===== config.mk =====
export PLATFORM = sky130hd
export DESIGN_NAME = alu_sequencer
export DESIGN_NICKNAME = d
export VERILOG_FILES = /design/src/rtl/alu_sequencer_pkg.sv /design/src/rtl/alu_mul_datapath.sv /design/src/rtl/alu_sequencer.sv
export SDC_FILE = /design/constraint.sdc
export NUM_CORES = 1
export LEC_CHECK = 0
export ABC_AREA = 0
export ABC_CLOCK_PERIOD_IN_PS = 2700
export BUFFER_PORTS_ARGS = -buffer_cell sky130_fd_sc_hd__buf_4
export CORE_UTILIZATION = 30
export DETAILED_ROUTE_END_ITERATION = 10
export GPL_TIMING_DRIVEN = 0
export PLACE_DENSITY_LB_ADDON = 0.15
export SLEW_MARGIN = 25
export SYNTH_ARGS = -nofsm -noshare
export SYNTH_HDL_FRONTEND = slang
export SYNTH_HIERARCHICAL = 1
export SYNTH_SLANG_ARGS = --single-unit

===== constraint.sdc =====
create_clock -name clk -period 2.7 [get_ports clk]
set_input_delay 0.135 -clock clk [delete_from_list [all_inputs] [get_ports clk]]
set_output_delay 0.135 -clock clk [all_outputs]
set_load 0.02 [all_outputs]

===== src/rtl/alu_sequencer_pkg.sv =====
// Shared definitions for the ALU sequencer: op codes, FSM states and the result-flag bundle.
package alu_defs;

   localparam int         DATA_W       = 16;
   localparam logic [4:0] ALU_OP_ADD   = 5'b00001;
   // NOP is an ADD whose result is simply not consumed.
   localparam logic [4:0] ALU_OP_NOP   = ALU_OP_ADD;
   localparam logic [4:0] MUL_LAST_CNT = 5'd15;

   typedef enum logic [1:0] {
      IDLE   = 2'd0,
      SINGLE = 2'd1,
      MUL    = 2'd2,
      DONE   = 2'd3
   } seq_state_t;

   typedef struct packed {
      logic overflow;
      logic less;
      logic equal;
      logic greater;
      logic zero;
   } res_flags_t;

   function automatic res_flags_t mul_flags(input logic [DATA_W-1:0] acc, input logic ovf);
      res_flags_t f;
      f          = '0;
      f.overflow = ovf;
      f.zero     = (acc == '0);
      return f;
   endfunction

endpackage


===== src/rtl/alu_mul_datapath.sv =====
// Shift-add multiplier state: accumulator, shifting multiplicand/multiplier, overflow tracking
// and iteration count. The external ALU performs every accumulate.
module alu_mul_datapath
   import alu_defs::*;
#(
   parameter bit EARLY_EXIT = 1'b1
) (
   input  logic              clk,
   input  logic              reset,
   input  logic              start,
   input  logic              step,
   input  logic [DATA_W-1:0] load_a,
   input  logic [DATA_W-1:0] load_b,
   input  logic [DATA_W-1:0] alu_q,
   input  logic              alu_overflow,
   output logic              add_now,
   output logic [DATA_W-1:0] acc,
   output logic [DATA_W-1:0] mcand,
   output logic [DATA_W-1:0] acc_nxt,
   output logic              ovf_nxt,
   output logic              last
);

   logic [DATA_W-1:0] acc_q, acc_d;
   logic [DATA_W-1:0] mcand_q, mcand_d;
   logic [DATA_W-1:0] mplr_q, mplr_d;
   logic              lost_q, lost_d;
   logic              ovf_q, ovf_d;
   logic [4:0]        cnt_q, cnt_d;

   assign add_now = mplr_q[0];
   assign acc     = acc_q;
   assign mcand   = mcand_q;

   // A previously shifted-out multiplicand bit means any further add overflows the true product.
   assign acc_nxt = add_now ? alu_q : acc_q;
   assign ovf_nxt = add_now ? (ovf_q | alu_overflow | lost_q) : ovf_q;

   assign last = (cnt_q == MUL_LAST_CNT) || (EARLY_EXIT && (mplr_q[DATA_W-1:1] == '0));

   always_comb begin
      acc_d   = acc_q;
      mcand_d = mcand_q;
      mplr_d  = mplr_q;
      lost_d  = lost_q;
      ovf_d   = ovf_q;
      cnt_d   = cnt_q;
      if (start) begin
         acc_d   = '0;
         mcand_d = load_a;
         mplr_d  = load_b;
         lost_d  = 1'b0;
         ovf_d   = 1'b0;
         cnt_d   = '0;
      end else if (step) begin
         acc_d   = acc_nxt;
         ovf_d   = ovf_nxt;
         lost_d  = lost_q | mcand_q[DATA_W-1];
         mcand_d = mcand_q << 1;
         mplr_d  = mplr_q >> 1;
         cnt_d   = cnt_q + 5'd1;
      end
   end

   always_ff @(posedge clk or posedge reset) begin
      if (reset) begin
         acc_q   <= '0;
         mcand_q <= '0;
         mplr_q  <= '0;
         lost_q  <= 1'b0;
         ovf_q   <= 1'b0;
         cnt_q   <= '0;
      end else begin
         acc_q   <= acc_d;
         mcand_q <= mcand_d;
         mplr_q  <= mplr_d;
         lost_q  <= lost_d;
         ovf_q   <= ovf_d;
         cnt_q   <= cnt_d;
      end
   end

endmodule


===== src/rtl/alu_sequencer.sv =====
// Owns the ALU A/B/op inputs: runs single ALU ops or a shift-add 16x16 multiply and
// returns a registered result with flags over valid/ready handshakes.
module alu_sequencer
   import alu_defs::*;
#(
   parameter bit EARLY_EXIT = 1'b1
) (
   input  logic        clk,
   input  logic        reset,
   input  logic        req_valid,
   output logic        req_ready,
   input  logic        req_mul,
   input  logic [4:0]  req_op,
   input  logic [15:0] req_a,
   input  logic [15:0] req_b,
   output logic [15:0] alu_a,
   output logic [15:0] alu_b,
   output logic [4:0]  alu_op,
   input  logic [15:0] alu_q,
   input  logic        alu_overflow,
   input  logic        alu_less,
   input  logic        alu_equal,
   input  logic        alu_greater,
   input  logic        alu_zero,
   output logic        res_valid,
   input  logic        res_ready,
   output logic [15:0] res_q,
   output logic        res_overflow,
   output logic        res_less,
   output logic        res_equal,
   output logic        res_greater,
   output logic        res_zero,
   output logic        busy,
   output logic [1:0]  dbg_state
);

   // Handshakes: a transfer happens on a rising edge where valid and ready are both high.
   // req_ready is high only in IDLE; res_valid is high only in DONE and res_* hold until taken.

   seq_state_t        state_q, state_d;
   logic [15:0]       a_q, a_d;
   logic [15:0]       b_q, b_d;
   logic [4:0]        op_q, op_d;
   logic [15:0]       res_data_q, res_data_d;
   res_flags_t        res_flags_q, res_flags_d;

   logic              mul_start;
   logic              mul_step;
   logic              mul_add_now;
   logic [15:0]       mul_acc;
   logic [15:0]       mul_mcand;
   logic [15:0]       mul_acc_nxt;
   logic              mul_ovf_nxt;
   logic              mul_last;

   alu_mul_datapath #(
      .EARLY_EXIT (EARLY_EXIT)
   ) u_mul (
      .clk          (clk),
      .reset        (reset),
      .start        (mul_start),
      .step         (mul_step),
      .load_a       (req_a),
      .load_b       (req_b),
      .alu_q        (alu_q),
      .alu_overflow (alu_overflow),
      .add_now      (mul_add_now),
      .acc          (mul_acc),
      .mcand        (mul_mcand),
      .acc_nxt      (mul_acc_nxt),
      .ovf_nxt      (mul_ovf_nxt),
      .last         (mul_last)
   );

   always_comb begin
      state_d     = state_q;
      a_d         = a_q;
      b_d         = b_q;
      op_d        = op_q;
      res_data_d  = res_data_q;
      res_flags_d = res_flags_q;
      mul_start   = 1'b0;
      mul_step    = 1'b0;
      case (state_q)
         IDLE: begin
            if (req_valid) begin
               a_d  = req_a;
               b_d  = req_b;
               op_d = req_op;
               if (req_mul) begin
                  mul_start = 1'b1;
                  state_d   = MUL;
               end else begin
                  state_d   = SINGLE;
               end
            end
         end
         SINGLE: begin
            res_data_d           = alu_q;
            res_flags_d.overflow = alu_overflow;
            res_flags_d.less     = alu_less;
            res_flags_d.equal    = alu_equal;
            res_flags_d.greater  = alu_greater;
            res_flags_d.zero     = alu_zero;
            state_d              = DONE;
         end
         MUL: begin
            mul_step = 1'b1;
            if (mul_last) begin
               res_data_d  = mul_acc_nxt;
               res_flags_d = mul_flags(mul_acc_nxt, mul_ovf_nxt);
               state_d     = DONE;
            end
         end
         DONE: begin
            if (res_ready) begin
               state_d = IDLE;
            end
         end
         default: state_d = IDLE;
      endcase
   end

   // ALU inputs are a registered-source mux; nothing from req_* reaches the ALU directly.
   always_comb begin
      alu_a  = '0;
      alu_b  = '0;
      alu_op = ALU_OP_NOP;
      case (state_q)
         SINGLE: begin
            alu_a  = a_q;
            alu_b  = b_q;
            alu_op = op_q;
         end
         MUL: begin
            alu_a  = mul_acc;
            alu_b  = mul_mcand;
            alu_op = mul_add_now ? ALU_OP_ADD : ALU_OP_NOP;
         end
         default: ;
      endcase
   end

   always_ff @(posedge clk or posedge reset) begin
      if (reset) begin
         state_q     <= IDLE;
         a_q         <= '0;
         b_q         <= '0;
         op_q        <= ALU_OP_NOP;
         res_data_q  <= '0;
         res_flags_q <= '0;
      end else begin
         state_q     <= state_d;
         a_q         <= a_d;
         b_q         <= b_d;
         op_q        <= op_d;
         res_data_q  <= res_data_d;
         res_flags_q <= res_flags_d;
      end
   end

   assign req_ready    = (state_q == IDLE);
   assign res_valid    = (state_q == DONE);
   assign busy         = (state_q != IDLE);
   assign dbg_state    = state_q;
   assign res_q        = res_data_q;
   assign res_overflow = res_flags_q.overflow;
   assign res_less     = res_flags_q.less;
   assign res_equal    = res_flags_q.equal;
   assign res_greater  = res_flags_q.greater;
   assign res_zero     = res_flags_q.zero;

endmodule

## After elaboration in Yosys (flattened, before gate mapping)

Index checks and enable logic that the tools add are counted.

| operators by class | value |
|---|---|
| add/sub/neg operators | 1 |
| equality and inequality tests | 7 |
| reduce and logical (&&, ||, !) cells | 10 |
| multiplexer cells | 30 |
| bitwise logic cells | 3 |

Operator list:

| operator | count |
|---|---|
| 16-bit two-way mux | 8 |
| 16-bit one-hot mux with 2 select lines | 3 |
| 5-bit two-way mux | 4 |
| 16-bit logical NOT | 1 |
| 15-bit logical NOT | 1 |
| 5-bit one-hot mux with 2 select lines | 1 |
| 1-bit two-way mux | 9 |
| 2-bit two-way mux | 4 |
| 2-bit one-hot mux with 4 select lines | 1 |
| 2-bit nonzero test | 3 |
| 5-bit by 1-bit adder with 5-bit output, second input constant | 1 |
| 5-bit by 4-bit == test with 1-bit output, second input constant | 1 |
| 2-bit == test, second input constant | 2 |
| 2-bit inequality test, second input constant | 2 |
| 2-bit AND reduction | 2 |
| 1-bit OR | 3 |
| 3-bit AND reduction | 1 |
| 2-bit by 1-bit == test with 1-bit output, second input constant | 1 |
| 2-bit logical NOT | 1 |
| 2-bit by 1-bit inequality test with 1-bit output, second input constant | 1 |
| 1-bit logical OR | 1 |

| storage, ports and cells | value |
|---|---|
| bits in registers | 115 |
| output and inout port bits | 63 |

## Depth between registers and ports, before layout

Gate-level depths: netlist of the first run.

| logic depth | value |
|---|---|
| word-level depth | 5 |
| mapped depth | 10 |
| depth with buffers taken out | 8 |

## Hierarchy

The synthesis of the first run kept the hierarchy.

By module, submodules not included:

| module | cells each | area each (um^2) | instances |
|---|---|---|---|
| alu_sequencer | 278 | 3203.1 | 1 |
| alu_mul_datapath | 245 | 2692.6 | 1 |

## Worst setup path before layout of the first run

No wires, ideal clock.

| timing | value |
|---|---|
| kind | register to register |
| start | reg state_q[0], in the netlist dbg_state[0] |
| end | reg u_mul.mplr_q[0] |
| data required time | 2617 ps |
| arrival | 1872 ps |
| setup slack | 745 ps |
| clock period less this slack | 1955 ps |
| stages on the path, launching flop included | 8 |
| path buffers | 2 |
| path through | dfrtp_1 -> inv_1 -> ha_1 -> and3_1 -> buf_2 -> clkbuf_1 -> nand2_1 -> o21ai_0 |

| on the way | value |
|---|---|
| longest elaborated chain between the ends | 3 |

Ends and longest elaborated chain:

| what | RTL line | source |
|---|---|---|
| start, declared | alu_sequencer.sv:40 | `seq_state_t state_q, state_d;` |
| start signal, assigned | alu_sequencer.sv:153 | `state_q <= state_d;` |
| 2-bit logical NOT (*) | -- |  |
| named net req_ready | alu_sequencer.sv:11 | `output logic req_ready,` |
| 1-bit two-way mux (*) | alu_sequencer.sv:84 | `case (state_q)` |
| named net mul_start | alu_sequencer.sv:47 | `logic mul_start;` |
| 16-bit two-way mux / 2-bit nonzero test (equally long branches) | -- |  |
| end signal, assigned | alu_mul_datapath.sv:76 | `mplr_q <= mplr_d;` |
| end, declared | alu_mul_datapath.sv:26 | `logic [DATA_W-1:0] mplr_q, mplr_d;` |

The timed path passes the listed nets; every way through them passes the cells marked *.
A chain may end at the register's enable or synchronous reset.

## Worst setup path in the final report of the first run

| timing | value |
|---|---|
| start | reg state_q[1], in the netlist dbg_state[1] |
| end | out alu_b[14] |

| on the way | value |
|---|---|
| longest elaborated chain between the ends | 2 |

Ends and longest elaborated chain:

| what | RTL line | source |
|---|---|---|
| 2-bit == test / 2-bit by 1-bit == test with 1-bit output (equally long branches) | alu_sequencer.sv:129 | `case (state_q)` |
| 16-bit one-hot mux with 2 select lines (*) | alu_sequencer.sv:129 |  |
| end, declared | alu_sequencer.sv:17 | `output logic [15:0] alu_b,` |

Every way passes the cells marked *; elsewhere a longest branch is shown, timed or not.

==> results.toml, run 1 <==
[power]
p_int_mw = 6.62
p_switching_mw = 4.28
p_per_area_nw_per_um2 = 1330
power_mw = 10.9
leakagePower_nw = 3.76
power_frac_seq_pct = 29.8
peakVddDrop_mv = 0.572
clockPowerShare_pct = 19.9
switching_share_pct = 39.3
combPwrFrac_pct = 50.3

[placed_design]
post-place-ws_ps = 303
port_buffers = 125
place.gp.congestion = 0.782
dp_hpwl_um = 13100

[critical_path]
cp_max_fo = 10
crit_path_cell_trace = "inv_1 -> ha_1 -> clkbuf_1 -> nor2b_1 -> buf_4"
reg2reg_to = "u_mul/mplr_q[2]"
slowest_delay_ps = 500
path_delay_family = "buffers and inverters"
cp.required_ps = 2570
worst-setup-path-type = "flip-flop to output pin"
r2r-start = "dbg_state[0]"
cp.buffers_inverters = 3
critPathLaunchType = "flip-flop"
cpMaxStageDelayCell = "ha_1"
reg2reg_depth = 7
end_kind = "output pin"
r2r_setup_slack_ps = 320
worstPathArrival_ps = 2360

[timing]
worst_slew_pin_slew_ps = 595
setup_violations = 0
finClkSkew_ps = 9.89
maxSlewHeadroom_pct = 60.3
fin_ws_ps = 207
rsz0062_at_grt = "false"
setup-tns-final_ps = 0
final_max_slew_viol_count = 0
max_freq_mhz = 401
hold_violations = 0
min_period_over_period_pct = 92.3
period_needed_ps = 2490

[floorplan]
num_rows = 50
ios = 126
die-area_um2 = 20200
die_x_um = 142
coreArea_um2 = 19000
die_y_um = 142
start_util_pct = 31.1

[synth]
synth_seq_cells = 115
syn_area_um2 = 5900
synth_area_leaders = "dfrtp_1 (48%), mux2i_1 (11%), mux2_4 (9.4%), a22oi_1 (4.1%), nor2b_1 (3.4%)"
syn_avg_cell_area_um2 = 11.3
synth_edf_count = 0
seq_area_frac_synth_pct = 48.8
synth.distinct_cells = 35
async_flop_share_pct = 100
synth_common_cells = "dfrtp_1 (114), mux2i_1 (67), nor2_1 (40)"
synth_nets = 593
synth_top_area_share_pct = 48.4
yosys.area.top_type = "dfrtp_1"
synthCells = 523
yosysWarnings = 6
synth.most_common_cell = "dfrtp_1"
yosys_most_used_dff = "dfrtp_1"

[min_path]
hp-class = "input port to flip-flop"
min_from = "req_mul"
min_path_cells = 4
hold_path_end = "dbg_state[0]"

[detailed_routing]
drtAntennaViolNets = 0
drc = 0
wl_per_cell_um = 17.6
dr.pass1.iters = 4
avgViaCountPerCell = 4.70
wirelength_um = 17300
drt_iter0_drc = 192
vias = 4612

[global_route]
antenna_found_initial = 0
grt_pass1_wl_um = 27200
track_usage_pct = 18.2
grt-busiest-layer = "met2"
use_met3_pct = 3.26
use_met2_pct = 29.5
grt_pass1_vias = 4805
grt_max_degree = 40
grt-ovfl-total = 0
use_met1_pct = 24.2

[clock_network]
clkSinkCount = 115
postCtsSetupRepairBufs = 0
cts_tree = "yes"
clk_pin_slew_ps = 60
worstSkewPairLatency_ps = 420
htree_levels = 4
numCtsBuffers = 17
cts_buffer_depth = 2
clockRootBuffer = "clkbuf_16"

[finish]
n_antenna_cell = 0
final_util_pct = 43.2
drive_above_1_share_pct = 33.1
syn2layout_area_growth_pct = 38.8
nNetsFinal = 780

[run_status]
status = "complete, no violations"

[job]
maxCapViolCount = 0
==> flip-flops by register name (all words and copies together) (netlist names), 2 cells and up <==
| signal | count |
|---|---|
| a_q | 16 |
| b_q | 16 |
| res_q | 16 |
| u_mul/acc | 16 |
| u_mul/mcand | 16 |
| u_mul/mplr_q | 16 |
| op_q | 5 |
| u_mul/cnt_q | 5 |
| dbg_state | 2 |
==> how the worst max path moves through the flow <==
stage / to / slack, ps / depth (start not counted) / from
4_1_cts: alu_a[10] / 50 / 7 / dbg_state[0]
5_1_grt: alu_b[14] / 60 / 5 / dbg_state[1]
6_report: alu_b[14] / 210 / 5 / dbg_state[1]
2_1_floorplan: u_mul/mplr_q[0] / 750 / 7 / dbg_state[0]
3_3_place_gp: op_q[4] / 120 / 2 / reset
3_5_place_dp: u_mul/mplr_q[2] / 300 / 7 / dbg_state[0]
==> worst reg2reg max path, cell delays in order, from the launching register on <==
cell	delay (ps)
dfrtp_1	420
inv_1	150
ha_1	350
and3_1	380
buf_2	280
clkbuf_1	500
nand2_1	120
o21ai_0	110
==> final cells by class <==
| cell class | instances | area, µm² |
|---|---|---|
| buffer | 38 | 236 |
| tap | 260 | 325 |
| clock inverter | 5 | 75.1 |
| timing repair buffer | 168 | 1390 |
| sequential | 115 | 2880 |
| inverter | 11 | 46.3 |
| fill | 1869 | 10800 |
| clock buffer | 26 | 489 |
| multi-input combinational | 359 | 2740 |
==> kinds of logic (layout without fill, tap and decap cells) <==
logic type | count (synthesis) | in the layout | synth area share (%)
fa+ha+maj | 7 | 7 | 1.49
mux | 120 | 120 | 23.9
flops | 115 | 115 | 48.8
xor+xnor | 3 | 3 | 0.446
compound gates | 95 | 95 | 9.61
simple gates | 134 | 134 | 11.1
buf+inv | 49 | 248 | 4.63
==> what timing repair did <==
action / in CTS / in global routing
resized for setup: 0 / 7
hold endpoints to repair: 117 / 0
hold buffers: 41 / 0
setup endpoints to repair: 0 / 6
==> layout by cell type, fill, tap and decap left out, types with 15 or more instances in the layout <==
cell,synthesis,final
buf_4,4,129
dfrtp_1,114,114
mux2i_1,67,67
dlygate4sd3_1,0,41
nor2_1,40,40
o21ai_0,39,39
mux2_4,37,37
nand2_1,36,36
a22oi_1,32,32
nor2b_1,32,32
a21oi_1,20,20
clkbuf_16,0,17
mux2_2,16,16
buf_2,15,15
==> metrics by stage <==
stage	std cells	cell area, µm²	hold WS [ps]
detailed placement	910	7200	138
finish	982	8180	23.0
floorplan	523	5900	256
CTS	982	8180	11.4
global placement	908	7160	364
global route	982	8180	40.5
==> per-layer routing <==
layer / vias up / wire [µm]
met5: - / 0
met4: 0 / 279
met3: 26 / 702
met2: 137 / 8270
met1: 2237 / 8070
li1: 2212 / -
==> power by group through the flow <==
stage | sequential, mW | combinational [mW] | clock [mW]
after detailed placement | 3.27 | 5.45 | 0
after CTS | 3.25 | 5.53 | 2.22
final | 3.24 | 5.48 | 2.17
after global placement | 3.24 | 5.38 | 0
after floorplan | 3.24 | 3.62 | 0
after global routing | 3.36 | 5.98 | 2.29
(Power assumes the default switching activity.)
==> inputs of run 2 (changes only) <==
--- a/config.mk
+++ b/config.mk
@@ -9,6 +9,7 @@
 export ABC_CLOCK_PERIOD_IN_PS = 2700
 export BUFFER_PORTS_ARGS = -buffer_cell sky130_fd_sc_hd__buf_4
 export CORE_UTILIZATION = 30
+export CTS_BUF_LIST = sky130_fd_sc_hd__clkbuf_4 sky130_fd_sc_hd__clkbuf_8
 export DETAILED_ROUTE_END_ITERATION = 10
 export GPL_TIMING_DRIVEN = 0
 export PLACE_DENSITY_LB_ADDON = 0.15
==> run 2 against run 1 <==
Effect of this change:
- worst setup slack got worse by 17 ps
- cell count rose by 0.51%
- clock skew rose by 3.8 ps
- clock power fell by 25%
- combinational power barely moved
- sequential share of layout area rose by 0.52 points
- final area fell by 1.5%
- critical path type unchanged
- sequential power barely moved
- largest power group unchanged
- count of clock-buffer cells in the layout did not move
==> results.toml, run 2 (synthesis gave the netlist of run 1 again) <==
[placed_design]
post-place-ws_ps = 303
place_inst = 910
dp_hpwl_um = 13100
port_buffers = 125
place.gp.congestion = 0.782

[timing]
rsz0062_at_grt = "false"
maxSlewHeadroom_pct = 61.0
final_max_slew_viol_count = 0
max_freq_mhz = 399
period_needed_ps = 2510
setup-tns-final_ps = 0
hold_violations = 0
min_period_over_period_pct = 92.9
finClkSkew_ps = 13.7
fin_ws_ps = 191
worst_slew_pin_slew_ps = 585
setup_violations = 0

[critical_path]
end_kind = "output pin"
reg2reg_to = "u_mul/mplr_q[2]"
reg2reg_depth = 7
critPathLaunchType = "flip-flop"
r2r-start = "dbg_state[0]"
cp.required_ps = 2570
cp_max_fo = 10
worstPathArrival_ps = 2370
cp-startpoint = "dbg_state[1]"
worst-setup-path-type = "flip-flop to output pin"
r2r_setup_slack_ps = 330
crit_end = "alu_b[14]"

[job]
maxCapViolCount = 0

[global_route]
grt_max_degree = 40
track_usage_pct = 18.2
grt_pass1_vias = 4779
grt-ovfl-total = 0
grt_pass1_wl_um = 27200
antenna_found_initial = 0

[finish]
layout_commonest_cell = "buf_4"
mostFrequentLayoutCells = "buf_4 (129), dfrtp_1 (114), mux2i_1 (67)"
fillers = 1890
syn2layout_area_growth_pct = 36.8
drive_above_1_share_pct = 33.7
multi_input_area_um2 = 2740
fin_cells = 987
seqCellArea_um2 = 2880
nNetsFinal = 785
n_antenna_cell = 0

[power]
combPwrFrac_pct = 53.0
leakagePower_nw = 3.71
p_switching_mw = 4.21
p_int_mw = 6.14
clockPowerShare_pct = 15.7
power_frac_seq_pct = 31.3
switching_share_pct = 40.6
peakVddDrop_mv = 0.536
p_per_area_nw_per_um2 = 1280

[clock_network]
clockRootBuffer = "clkbuf_8"
worstSkewPairLatency_ps = 440
clk_pin_slew_ps = 80
clkSinkCount = 115
numCtsBuffers = 17
cts_tree = "yes"
htree_levels = 4
cts_buffer_depth = 2
postCtsSetupRepairBufs = 0

[detailed_routing]
wl_per_cell_um = 17.6
vias = 4612
wirelength_um = 17300
dr.pass1.iters = 4
drc = 0
drt_iter0_drc = 210
drtAntennaViolNets = 0
avgViaCountPerCell = 4.67

[floorplan]
die_x_um = 142
num_rows = 50
die_y_um = 142
coreArea_um2 = 19000
ios = 126
die-area_um2 = 20200
start_util_pct = 31.1

[run_status]
status = "complete, no violations"

[min_path]
hp-class = "input port to flip-flop"
run 2: area by class of cell:
class,instances,area share [%]
timing repair buffer,173,17.8
sequential,115,35.7
multi-input combinational,359,34.0
clock buffer,26,3.97
clock inverter,5,0.931
tap,260,4.03
buffer,38,2.93
inverter,11,0.574
run 2: worst min path at each step:
stage,from,endpoint,slack (ps),cells past startpoint
6_report,alu_zero,res_zero,30,3
5_1_grt,alu_q[4],res_q[4],5,3
4_1_cts,alu_q[5],res_q[5],0.3,3
3_5_place_dp,reset,res_zero,140,2
3_3_place_gp,req_b[11],u_mul/mplr_q[11],360,3
2_1_floorplan,req_a[0],u_mul/mcand[0],260,2
run 2: what timing repair did:
item | in CTS | in global routing
hold endpoints to repair | 147 | 0
hold buffers | 46 | 0
endpoints found under the setup margin | 0 | 18
resized for setup | 0 | 7
run 2: worst max-delay path, cell delays in order (launching register included):
cell,delay (ps)
dfrtp_1,440
inv_1,100
ha_1,490
clkbuf_1,470
nor2b_1,250
buf_4,170
run 2: power groups by stage:
stage               Clock (mW)  Combinational, mW  Sequential [mW]
detailed placement           0               5.45             3.27
CTS                       1.66               5.54             3.24
global placement             0               5.38             3.24
global route              1.75               5.99             3.36
floorplan                    0               3.62             3.24
finish                    1.63               5.48             3.24
run 2: through the flow:
step | hold slack (ps) | power (mW) | instance area (µm²) | utilization (%)
6_report | 27.8 | 10.3 | 8070 | 42.5
5_1_grt | 5.38 | 11.1 | 8070 | 42.5
3_5_place_dp | 138 | 8.72 | 7200 | 38.0
3_3_place_gp | 364 | 8.62 | 7160 | 37.8
4_1_cts | 0.288 | 10.4 | 8060 | 42.5
2_1_floorplan | 256 | 6.85 | 5900 | -
run 2: metal layers:
| metal | global-route usage (%) | routed length (µm) |
|---|---|---|
| met3 | 3.73 | 748 |
| met4 | 4.92 | 169 |
| met2 | 29.8 | 8320 |
| met1 | 24.2 | 8090 |
| met5 | 0 | 0 |
==> inputs of run 3 (changes only) <==
--- a/config.mk
+++ b/config.mk
@@ -6,8 +6,9 @@
 export NUM_CORES = 1
 export LEC_CHECK = 0
 export ABC_AREA = 0
-export ABC_CLOCK_PERIOD_IN_PS = 2700
+export ABC_CLOCK_PERIOD_IN_PS = 2990
 export BUFFER_PORTS_ARGS = -buffer_cell sky130_fd_sc_hd__buf_4
+export CORE_ASPECT_RATIO = 1.25
 export CORE_UTILIZATION = 30
 export CTS_BUF_LIST = sky130_fd_sc_hd__clkbuf_4 sky130_fd_sc_hd__clkbuf_8
 export DETAILED_ROUTE_END_ITERATION = 10
==> constraint.sdc (replaced) <==
create_clock -name clk -period 2.99 [get_ports clk]
set_input_delay 0.299 -clock clk [delete_from_list [all_inputs] [get_ports clk]]
set_output_delay 0.299 -clock clk [all_outputs]
set_load 0.02 [all_outputs]
==> run 3 against run 2 <==
Effect of this change:
- cell count fell by 4.4%
- power is 8.0% lower
- core utilization decreased by 2.1 points
- critical endpoint is now alu_a[9]
==> results.toml, run 3 (synthesis gave the netlist of run 1 again) <==
[global_route]
grt_pass1_vias = 4652
grt_max_degree = 39
antenna_found_initial = 0
grt_pass1_wl_um = 26600
grt-ovfl-total = 0
track_usage_pct = 17.6

[clock_network]
worstSkewPairLatency_ps = 430
ctsResizeCount = 0
cts_buffer_depth = 2
clkSinkCount = 115
numCtsBuffers = 17
htree_levels = 4
cts_tree = "yes"
clk_pin_slew_ps = 70
clockRootBuffer = "clkbuf_8"

[floorplan]
ios = 126
die_x_um = 127
die_y_um = 159
start_util_pct = 31.0
coreArea_um2 = 19000
die-area_um2 = 20200
num_rows = 56

[detailed_routing]
dr.pass1.iters = 6
drt_iter0_drc = 227
vias = 4377
wl_per_cell_um = 18.1
drtAntennaViolNets = 0
wirelength_um = 17000
drc = 0
avgViaCountPerCell = 4.64

[power]
power_frac_seq_pct = 30.6
p_int_mw = 5.72
combPwrFrac_pct = 51.5
peakVddDrop_mv = 0.392
clockPowerShare_pct = 17.8
power_mw = 9.52
leakagePower_nw = 3.54
p_per_area_nw_per_um2 = 1240
p_switching_mw = 3.80
switching_share_pct = 39.9

[timing]
max_freq_mhz = 359
rsz0062_at_grt = "false"
period_needed_ps = 2790
setup_violations = 0
final_max_slew_viol_count = 0
setup-tns-final_ps = 0
maxSlewHeadroom_pct = 60.0
worst_slew_pin_slew_ps = 600
finClkSkew_ps = 7.07
min_period_over_period_pct = 93.2
fin_ws_ps = 204
hold_violations = 0

[finish]
syn2layout_area_growth_pct = 30.3
nNetsFinal = 740
layout_commonest_cell = "buf_4"
n_antenna_cell = 0
design_area_um2 = 7680
drive_above_1_share_pct = 35.4
mostFrequentLayoutCells = "buf_4 (129), dfrtp_1 (114), mux2i_1 (67)"

[placed_design]
place.gp.congestion = 0.821
dp_hpwl_um = 13200
post-place-ws_ps = 598
placed_cell_area_um2 = 7210
port_buffers = 125

[run_status]
status = "complete, no violations"

[critical_path]
worst-setup-path-type = "flip-flop to output pin"
cp_max_fo = 10
end_kind = "output pin"
critPathLaunchType = "flip-flop"
worstPathArrival_ps = 2490
cp.required_ps = 2690

[job]
maxCapViolCount = 0

[min_path]
hp-class = "input port to flip-flop"
-- run 3: worst paths after layout --
path / from / cells after the start / endpoint / slack [ps]
hold reg to reg: op_q[3] / 1 / op_q[3] / 500
setup / recovery: dbg_state[0] / 7 / alu_a[9] / 200
min in group asynchronous: reset / 3 / res_q[14] / 410
max in group asynchronous: reset / 4 / op_q[0] / 2000
hold / removal: req_b[11] / 3 / u_mul/mplr_q[11] / 90
setup reg to reg: dbg_state[0] / 7 / u_mul/mplr_q[3] / 620
-- run 3: power groups by stage --
stage	Sequential [mW]	Clock [mW]	Combinational, mW
after global placement	2.92	0	4.87
after floorplan	2.92	0	3.26
after CTS	2.92	1.76	4.97
after detailed placement	2.95	0	4.95
final	2.91	1.70	4.91
after global routing	3.02	1.82	5.33
-- run 3: timing repair --
item,4_1_cts,5_1_grt
buffers inserted,0,0
endpoints found under the hold margin,50,0
hold buffers,1,0
-- run 3: final cells by class --
cell class / count / area [µm²]
Fill cell: 1855 / 11300
Timing Repair Buffer: 128 / 988
Buffer: 38 / 231
Multi-Input combinational cell: 359 / 2740
Sequential cell: 115 / 2880
Tap cell: 261 / 327
Clock buffer: 22 / 290
Clock inverter: 10 / 178
Inverter: 11 / 46.3
-- run 3: critical path: stages (launching register included) --
cell      delay [ps]
dfrtp_1          430
inv_1            150
ha_1             240
buf_2            190
clkbuf_1         480
a22oi_1          180
nor2b_1          200
buf_4            170
-- run 3: routing by layer --
metal	GRT usage, %	up-vias	wire (µm)
met5	0	-	0
met4	6.66	0	236
met3	3.47	14	765
met2	30.6	113	8870
met1	21.3	2126	7180
li1	-	2124	-
-- run 3: metrics by stage --
stage                     hold slack, ps  instances  util, %
after floorplan                      420        523        -
after global placement               485        909     37.7
after detailed placement             312        911     37.9
after CTS                           44.7        944     40.5
after global routing                49.1        944     40.5
final                               85.3        944     40.5
